$ cat src/rtl/serial_pattern_gen.sv
// serial_pattern_gen
//   Serial bit-pattern transmitter. A PAT_W-bit pattern is captured when Start
//   is seen while Ready is high, then shifted out MSB-first on Dout, one bit per
//   clock. The frame is repeated Repeat times (0 counts as 1) with GAP idle
//   cycles between consecutive frames.
//
// Parameters
//   PAT_W    pattern width in bits (>= 2)
//   CNT_W    width of the Repeat input
//   GAP      idle cycles between consecutive frames (0 = back-to-back)
//   IDLE_BIT level driven on Dout when no pattern bit is being sent
//
// Ports
//   CLK        in   rising-edge clock
//   nRST       in   synchronous active-low reset
//   Start      in   job request, accepted on an edge where Start=1 and Ready=1
//   Pattern    in   pattern sampled at acceptance
//   Repeat     in   frame count sampled at acceptance
//   Ready      out  high only while idle and able to accept a job
//   Dout       out  registered serial data
//   Dout_vld   out  registered, high while Dout carries a pattern bit
//   Frame_end  out  one-cycle pulse coincident with the LSB of each frame
//   Done       out  one-cycle pulse the cycle after the last frame's LSB

module serial_pattern_gen #(
    parameter int   PAT_W    = 8,
    parameter int   CNT_W    = 4,
    parameter int   GAP      = 2,
    parameter logic IDLE_BIT = 1'b0
) (
    input  logic             CLK,
    input  logic             nRST,
    input  logic             Start,
    input  logic [PAT_W-1:0] Pattern,
    input  logic [CNT_W-1:0] Repeat,
    output logic             Ready,
    output logic             Dout,
    output logic             Dout_vld,
    output logic             Frame_end,
    output logic             Done
);

    localparam int BIT_W = (PAT_W > 1) ? $clog2(PAT_W) : 1;
    localparam int GAP_W = (GAP > 1) ? $clog2(GAP) : 1;

    localparam logic [BIT_W-1:0] LAST_BIT = BIT_W'(PAT_W - 1);
    localparam logic [GAP_W-1:0] GAP_LOAD = (GAP > 0) ? GAP_W'(GAP - 1) : '0;
    localparam logic [CNT_W-1:0] ONE_REP  = CNT_W'(1);

    typedef enum logic [1:0] {
        IDLE,
        SEND,
        GAPW,
        DONE
    } state_t;

    state_t           state, state_nxt;
    logic [PAT_W-1:0] shreg, shreg_nxt;
    logic [PAT_W-1:0] held, held_nxt;
    logic [BIT_W-1:0] bitcnt, bitcnt_nxt;
    logic [CNT_W-1:0] reps, reps_nxt;
    logic [GAP_W-1:0] gapcnt, gapcnt_nxt;
    logic             dout_nxt;
    logic             vld_nxt;
    logic             fend_nxt;
    logic             done_nxt;

    // The Done pulse is registered and appears while the state register is
    // already back in IDLE, so Ready is held low for that cycle as well; a job
    // can only be accepted once the pulse is over.
    assign Ready = (state == IDLE) && !Done;

    // Next-state and next-output logic. Outputs are registered, so a value
    // computed here appears on the pins one cycle after the state that
    // produced it.
    always_comb begin
        state_nxt  = state;
        shreg_nxt  = shreg;
        held_nxt   = held;
        bitcnt_nxt = bitcnt;
        reps_nxt   = reps;
        gapcnt_nxt = gapcnt;
        dout_nxt   = IDLE_BIT;
        vld_nxt    = 1'b0;
        fend_nxt   = 1'b0;
        done_nxt   = 1'b0;

        case (state)
            IDLE: begin
                if (Start && Ready) begin
                    shreg_nxt  = Pattern;
                    held_nxt   = Pattern;
                    bitcnt_nxt = LAST_BIT;
                    reps_nxt   = (Repeat == '0) ? ONE_REP : Repeat;
                    state_nxt  = SEND;
                end
            end

            SEND: begin
                dout_nxt  = shreg[PAT_W-1];
                vld_nxt   = 1'b1;
                shreg_nxt = {shreg[PAT_W-2:0], 1'b0};
                if (bitcnt == '0) begin
                    fend_nxt = 1'b1;
                    if (reps > ONE_REP) begin
                        // The shift register has been consumed, so the next
                        // frame restarts from the copy taken at acceptance.
                        reps_nxt   = reps - ONE_REP;
                        shreg_nxt  = held;
                        bitcnt_nxt = LAST_BIT;
                        if (GAP > 0) begin
                            gapcnt_nxt = GAP_LOAD;
                            state_nxt  = GAPW;
                        end
                    end else begin
                        state_nxt = DONE;
                    end
                end else begin
                    bitcnt_nxt = bitcnt - BIT_W'(1);
                end
            end

            GAPW: begin
                if (gapcnt == '0) begin
                    state_nxt = SEND;
                end else begin
                    gapcnt_nxt = gapcnt - GAP_W'(1);
                end
            end

            DONE: begin
                done_nxt  = 1'b1;
                state_nxt = IDLE;
            end

            default: begin
                state_nxt = IDLE;
            end
        endcase
    end

    // State and output registers; reset aborts any running job at once.
    always_ff @(posedge CLK) begin
        if (!nRST) begin
            state     <= IDLE;
            shreg     <= '0;
            held      <= '0;
            bitcnt    <= '0;
            reps      <= '0;
            gapcnt    <= '0;
            Dout      <= IDLE_BIT;
            Dout_vld  <= 1'b0;
            Frame_end <= 1'b0;
            Done      <= 1'b0;
        end else begin
            state     <= state_nxt;
            shreg     <= shreg_nxt;
            held      <= held_nxt;
            bitcnt    <= bitcnt_nxt;
            reps      <= reps_nxt;
            gapcnt    <= gapcnt_nxt;
            Dout      <= dout_nxt;
            Dout_vld  <= vld_nxt;
            Frame_end <= fend_nxt;
            Done      <= done_nxt;
        end
    end

endmodule

$ cat config.mk
export PLATFORM = sky130hd
export DESIGN_NAME = serial_pattern_gen
export DESIGN_NICKNAME = d
export VERILOG_FILES = /design/src/rtl/serial_pattern_gen.sv
export SDC_FILE = /design/constraint.sdc
export NUM_CORES = 1
export LEC_CHECK = 0
export CAP_MARGIN = 20
export CORE_MARGIN = 2
export CORE_UTILIZATION = 25
export CTS_CLUSTER_SIZE = 8
export DETAILED_ROUTE_END_ITERATION = 10
export SLEW_MARGIN = 40
export SYNTH_ARGS = -nofsm -noshare
export SYNTH_HDL_FRONTEND = slang
export SYNTH_SLANG_ARGS = --single-unit
$ cat constraint.sdc
create_clock -name CLK -period 2 [get_ports CLK]
set_clock_uncertainty 0.15 [all_clocks]
set_input_delay 0.6 -clock CLK [delete_from_list [all_inputs] [get_ports CLK]]
set_output_delay 0.6 -clock CLK [all_outputs]
set_load 0.005 [all_outputs]
==> metrics, run 1 <==
Yosys top cell area share 0.411; Slew HR 0.710; DR iter-0 viols 51; H-tree levels 2; CTS buffer count 5; port bufs 19; CP startpoint Start; final wirelength 3390 microns; Synth Area in Compound Gates 0.263; placed cells 251; Diodes inserted 0; Net Switching 512 uW; PD cells 896 nW/um^2; first-pass iteration count of the detailed router 4; Post-Place Worst Slack -248 ps; met1 GRT Util 0.148; GR peak layer met2; static leakage 0.693 nW; final hold violation count 0; Post-CTS Setup Bufs 0; CP Class input pin to register; Root Buffer clkbuf_8; largest net degree at the start of global routing 19; IO Pins 20; synthesized area 1460 sq um; FF+latch count, synth 30; via count 1238; status finished, final reports clean; internal power 1.16 mW; FMAX 523 MHz; Worst R2R Path Depth 7; final net count 205; crit path to reps[2]; routed length per instance 13.1 microns; combinational fraction of design power 0.278; proportion of layout cells with a drive suffix above 1 0.176; initial antenna violation count 0; Max-Cap Viols 0; fin cells 259; Placed Area 1750 sq um; CP max FO 18; number of remaining DRC errors 0; grt ovf 0; synth unique cells 45; post-synthesis adder-cell area fraction 0.0342; Slew @ Worst Pin 435 ps; chip width 80.5 microns; most common flop cell mapped by yosys dfxtp_1; drt via density 4.78; largest family of logic cells by synthesized area compound AO/OA/AOI/OAI gates; Final ANT Viol Nets 0; fin area 1860 sq um; WP data required 2030 ps; synthesized netlist net count 179; cell taking the most area after synthesis dfxtp_1; Initial Util 0.262; count leader, synth dfxtp_1; Worst Hold Slack 308 ps; Max clock buf depth 2; worst path arrival time 1940 ps; Slew Limit Fails 0; clk sink count 30; Post-synth EDFFs 0; clock share of power 0.300; final worst slack 89.3 ps; Post-Syn Area per Cell 9.14 sq um; Synth Area in Simple Gates 0.169; Peak supply drop 0.000273 V; Worst-Skew Late Latency 280 ps; post-layout min period 1910 ps; Worst R2R End shreg[2]; switching share of power 0.307; largest stage delay on the critical path 460 ps; first-pass GRT wire length 5850 microns; Tcrit/Tclk final 0.955; yosys warns 0; Flop pwr share 0.421; GR Util met2 0.188; DP HPWL 2390 microns; Core Area 5570 sq um; GR Util met3 0.0337; Hold Path Class register to register; Reg-to-Reg Start reps[0]; Post-synth top cells dfxtp_1 (30), nand2_1 (23), a21oi_1 (15); cells along the critical path clkdlybuf4s50_1, nand2b_1, buf_4, nor3_2, buf_12, a21oi_1, o32ai_1; TritonCTS clock tree yes; cts hold-fix bufs 0; die area 6480 sq um; share of flip-flops with an asynchronous set or reset 0; final setup vio count 0; crit path capture type register; Clock transition at path regs 60 ps; RSZ-0062 raised after global routing false; vias in the first global route 1230; Crit-path slowest cell clkdlybuf4s50_1; Design Power 1.67 mW; Worst R2R Setup Slack 120 ps; die height 80.5 microns; total track usage 0.118; Synth Area in XOR/XNOR 0; RD Place Congestion 0.785; main area contributors after synthesis dfxtp_1 (41%), nand2_1 (5.9%), a21oi_1 (5.1%); Placement Rows 27; Startpoint Class input pin; mux contribution to synthesized area 0.0411; Layout area overhead 27.4%; Post-Syn Instances 160; Final Core Density 0.334; setup tns final 0 ps; post-synthesis sequential area ratio 0.411; filler cell count 588
## routing by layer
layer | routed length [microns] | share of wire | vias up
met5 | 0 | 0 | -
met4 | 42 | 0.012 | 0
met3 | 120 | 0.035 | 7
met2 | 1550 | 0.46 | 18
met1 | 1670 | 0.49 | 586
li1 | - | - | 627
## worst min-delay path by stage
stage	start	cells past startpoint	end	slack (ps)
after global placement	held[7]	2	held[7]	300
after global routing	held[1]	2	held[1]	320
after CTS	held[2]	2	held[2]	310
after floorplan	shreg[7]	2	shreg[7]	290
after detailed placement	held[2]	2	held[2]	300
final	held[7]	2	held[7]	310
## worst max-delay path, delay by kind of cell
family,cells,cell delay (ps)
buf+inv,3,790
compound gates,2,320
simple gates,2,240
## registers in the layout, summed over array words and instances (netlist names)
name,flops
shreg,8
bitcnt,3
Dout_vld,1
Dout,1
gapcnt,1
reps,4
held,8
state,2
Frame_end,1
Done,1
## logic make-up after synthesis
kind of cell / count (synthesis)
buffers and inverters: 19
AND/OR/NAND/NOR: 50
adder cells (fa/ha/maj): 4
flip-flops: 30
AO/OA/AOI/OAI: 51
multiplexers: 6
## power by group through the flow
stage	logic, mW	clock network, mW	registers (mW)
after CTS	0.447	0.511	0.703
after detailed placement	0.447	0	0.715
final	0.465	0.501	0.703
after global placement	0.440	0	0.713
after floorplan	0.325	0	0.708
after global routing	0.514	0.550	0.711
## final cells by class
| cell class | count | area (sq um) | share of cell area |
|---|---|---|---|
| multi-input combinational | 111 | 758 | 0.407 |
| sequential | 30 | 602 | 0.323 |
| timing repair buffer | 30 | 292 | 0.156 |
| tap | 72 | 90.1 | 0.0484 |
| clock buffer | 7 | 86.3 | 0.0463 |
| inverter | 8 | 30.0 | 0.0161 |
| clock inverter | 1 | 5.00 | 0.00269 |
## repair_timing
action,CTS,global route
endpoints found under the setup margin,1,8
pin swaps,0,0
gates resized for setup,1,6
## placed cells by master (no fill, tap or decap), types with 2 or more instances in the layout
| cell type | instances |
|---|---|
| ha_1 | 3 |
| inv_1 | 8 |
| nand2_1 | 23 |
| a21oi_1 | 15 |
| buf_6 | 2 |
| o211a_1 | 2 |
| nand2b_1 | 4 |
| nand3_1 | 2 |
| dfxtp_1 | 29 |
| o22ai_1 | 6 |
| buf_4 | 8 |
| nor2_1 | 6 |
| nor3_1 | 5 |
| clkbuf_8 | 6 |
| a221oi_2 | 2 |
| mux2i_1 | 6 |
| a31oi_1 | 2 |
| a22oi_1 | 7 |
| clkdlybuf4s50_1 | 18 |
| o21ai_0 | 3 |
(Power assumes the default switching activity.)
==> inputs of run 2 (changes only) <==
Settings changed: ABC_AREA from default to 1, ABC_CLOCK_PERIOD_IN_PS from default to 2000.
==> run 2 against run 1 <==
Fmax grew 1.6%. First-iteration DRC count shrank 2.0%. Clock power shrank 9.2%. Register-to-register slack gained 220 ps. Power grew 76%. Combinational power grew to 3.4 times the previous value. Clock-buffer cell count is the same. Die area grew 4.2%. Hold slack lost 1.2 ps. Cell count grew 19%. Critical path depth shrank 6. Largest power group is now combinational cells.
==> metrics, run 2 <==
CP max FO 3 (-15); largest stage delay on the critical path 500 ps (+40 ps); Startpoint Class register; Post-synth EDFFs 0 (unchanged); vias in the first global route 1330 (+8.1%); number of remaining DRC errors 0 (unchanged); Slew HR 0.762 (+0.0516); DR iter-0 viols 50 (-2.0%); final wirelength 3630 microns (+7.0%); post-layout min period 1880 ps (-30.6 ps); cells along the critical path clkdlybuf4s50_1; Post-CTS Setup Bufs 0 (unchanged); worst path bufs/invs 1 (-2); Slew @ Worst Pin 356 ps (-78.3 ps); Placement Rows 28 (+3.7%); filler cell count 639 (+8.7%); main area contributors after synthesis dfxtp_1 (39%), nand3_1 (10%), nand2_1 (8.8%); RD Place Congestion 0.747 (-4.8%); Max-Cap Viols 0 (unchanged); status finished, final reports clean; Core Area 5920 sq um (+6.2%); die height 82.2 microns (+2.1%); via count 1423 (+15%); Root Buffer clkbuf_8; TritonCTS clock tree yes; cts hold-fix bufs 0 (unchanged); count leader, synth nand2_1; synth unique cells 24 (-47%); IO Pins 20 (unchanged); commonest non-fill, non-tap cell in the layout nand2_1; final hold violation count 0 (unchanged); Initial Util 0.258 (-0.00437); Crit-path slowest cell clkdlybuf4s50_1; FF/Latch Area 602 sq um (unchanged); routed length per instance 11.8 microns (-10%); Tcrit/Tclk final 0.940 (-0.0153); yosys warns 0 (unchanged); Peak supply drop 0.000549 V (+100%); PD cells 1530 nW/um^2 (+70%); Post-synth top cells nand2_1 (36), nand3_1 (32), dfxtp_1 (30); cell taking the most area after synthesis dfxtp_1; die area 6750 sq um (+4.2%); Clock transition at path regs 60 ps (about the same); post-synthesis sequential area ratio 0.393 (-0.0175); crit-path leading delay family buffers and inverters; initial antenna violation count 0 (unchanged); clk sink count 30 (unchanged); final net count 252 (+23%); port bufs 19 (unchanged); biggest regs held: 8 flops, shreg: 8 flops, reps: 4 flops; first-pass GRT wire length 6150 microns (+5.2%); crit path capture type output pin; WP data required 1250 ps (-780 ps); grt ovf 0 (unchanged); Max clock buf depth 2 (unchanged); Slew Limit Fails 0 (unchanged); FF+latch count, synth 30 (unchanged); Layout area overhead 26.0%; CP Class register to output pin; static leakage 0.772 nW (+11%); FMAX 532 MHz (+1.6%); first-pass iteration count of the detailed router 4 (unchanged); setup tns final 0 ps (unchanged); most frequent cells in the layout nand2_1 (36), nand3_1 (32), dfxtp_1 (29); Post-Syn Instances 206 (+29%); RSZ-0062 raised after global routing false; DP HPWL 2530 microns (+5.7%); share of flip-flops with an asynchronous set or reset 0 (unchanged); most common flop cell mapped by yosys dfxtp_1; synthesized area 1530 sq um (+4.4%); Diodes inserted 0 (unchanged); synthesized netlist net count 225 (+26%); Design Power 2.94 mW (+76%); drt via density 4.62 (-3.3%); chip width 82.2 microns (+2.1%); Hold Path Class register to register; Multi-input gate area 793 sq um (+4.6%); Post-Syn Area per Cell 7.42 sq um (-19%); Worst-Skew Late Latency 280 ps (about the same); Yosys top cell area share 0.393 (-0.0175); worst path arrival time 1130 ps (-810 ps); Final ANT Viol Nets 0 (unchanged); total track usage 0.122 (+0.00422); largest net degree at the start of global routing 26 (+7); CTS buffer count 5 (unchanged); H-tree levels 2 (unchanged); proportion of layout cells with a drive suffix above 1 0.124 (-0.0520); final setup vio count 0 (unchanged)
-- run 2: cell count changes after synthesis, moves of 7 or more --
cell,change
a21oi_1,+7
inv_1,+11
nand2_1,+13
nand3_1,+30
nand4_1,+9
-- run 2: area by class of cell --
type                    instances  area share
repair buffers                 28       0.140
flip-flops and latches         30       0.313
inverters                      24      0.0468
well taps                      75      0.0488
clock buffers                   7      0.0397
multi-input cells             144       0.412
-- run 2: per-stage QoR --
step / worst slack [ps] / utilization / area (sq um) / hold slack [ps] / cells
2_1_floorplan: 366 / - / 1530 / 284 / 206
3_3_place_gp: 56.2 / 0.311 / 1840 / 294 / 301
3_5_place_dp: 5.94 / 0.311 / 1840 / 297 / 301
4_1_cts: 49.5 / 0.325 / 1920 / 307 / 308
5_1_grt: 57.9 / 0.325 / 1920 / 318 / 308
6_report: 120 / 0.325 / 1920 / 306 / 308
-- run 2: routing by layer --
layer | up-vias | share of wire | track usage | wire (microns)
met4 | 0 | 0.016 | 0.0533 | 59
li1 | 736 | - | - | -
met1 | 651 | 0.50 | 0.154 | 1800
met3 | 7 | 0.044 | 0.0391 | 159
met2 | 29 | 0.44 | 0.189 | 1610
met5 | - | 0 | 0 | 0
-- run 2: timing repair --
| item | 4_1_cts | 5_1_grt |
|---|---|---|
| pin swaps | 0 | 0 |
| gates resized for setup | 2 | 1 |
| gates cloned | 0 | 0 |
| setup endpoints to repair | 1 | 1 |
-- run 2: cell families (layout without fill, tap and decap cells) --
logic type,Yosys count,in the layout,share of synthesized area
xor gates and xnor gates,1,1,0.00573
adders and majority gates,4,4,0.0328
DFF,30,30,0.393
and+or+nand+nor,109,109,0.376
buffers and inverters,32,59,0.0909
AOI/OAI and AO/OA,30,30,0.102
-- run 2: worst paths after layout --
check	endpoint	start	slack, ps	cells after the start
hold / removal	held[2]	held[2]	310	2
setup / recovery	Done	Done	120	1
setup reg to reg	state[0]	reps[0]	340	9
hold reg to reg	held[2]	held[2]	310	2
-- run 2: report_power, final --
group	internal [mW]	switching (mW)	total (mW)
Sequential	0.799	0.101	0.900
Clock	0.239	0.216	0.455
Combinational	0.592	0.992	1.58
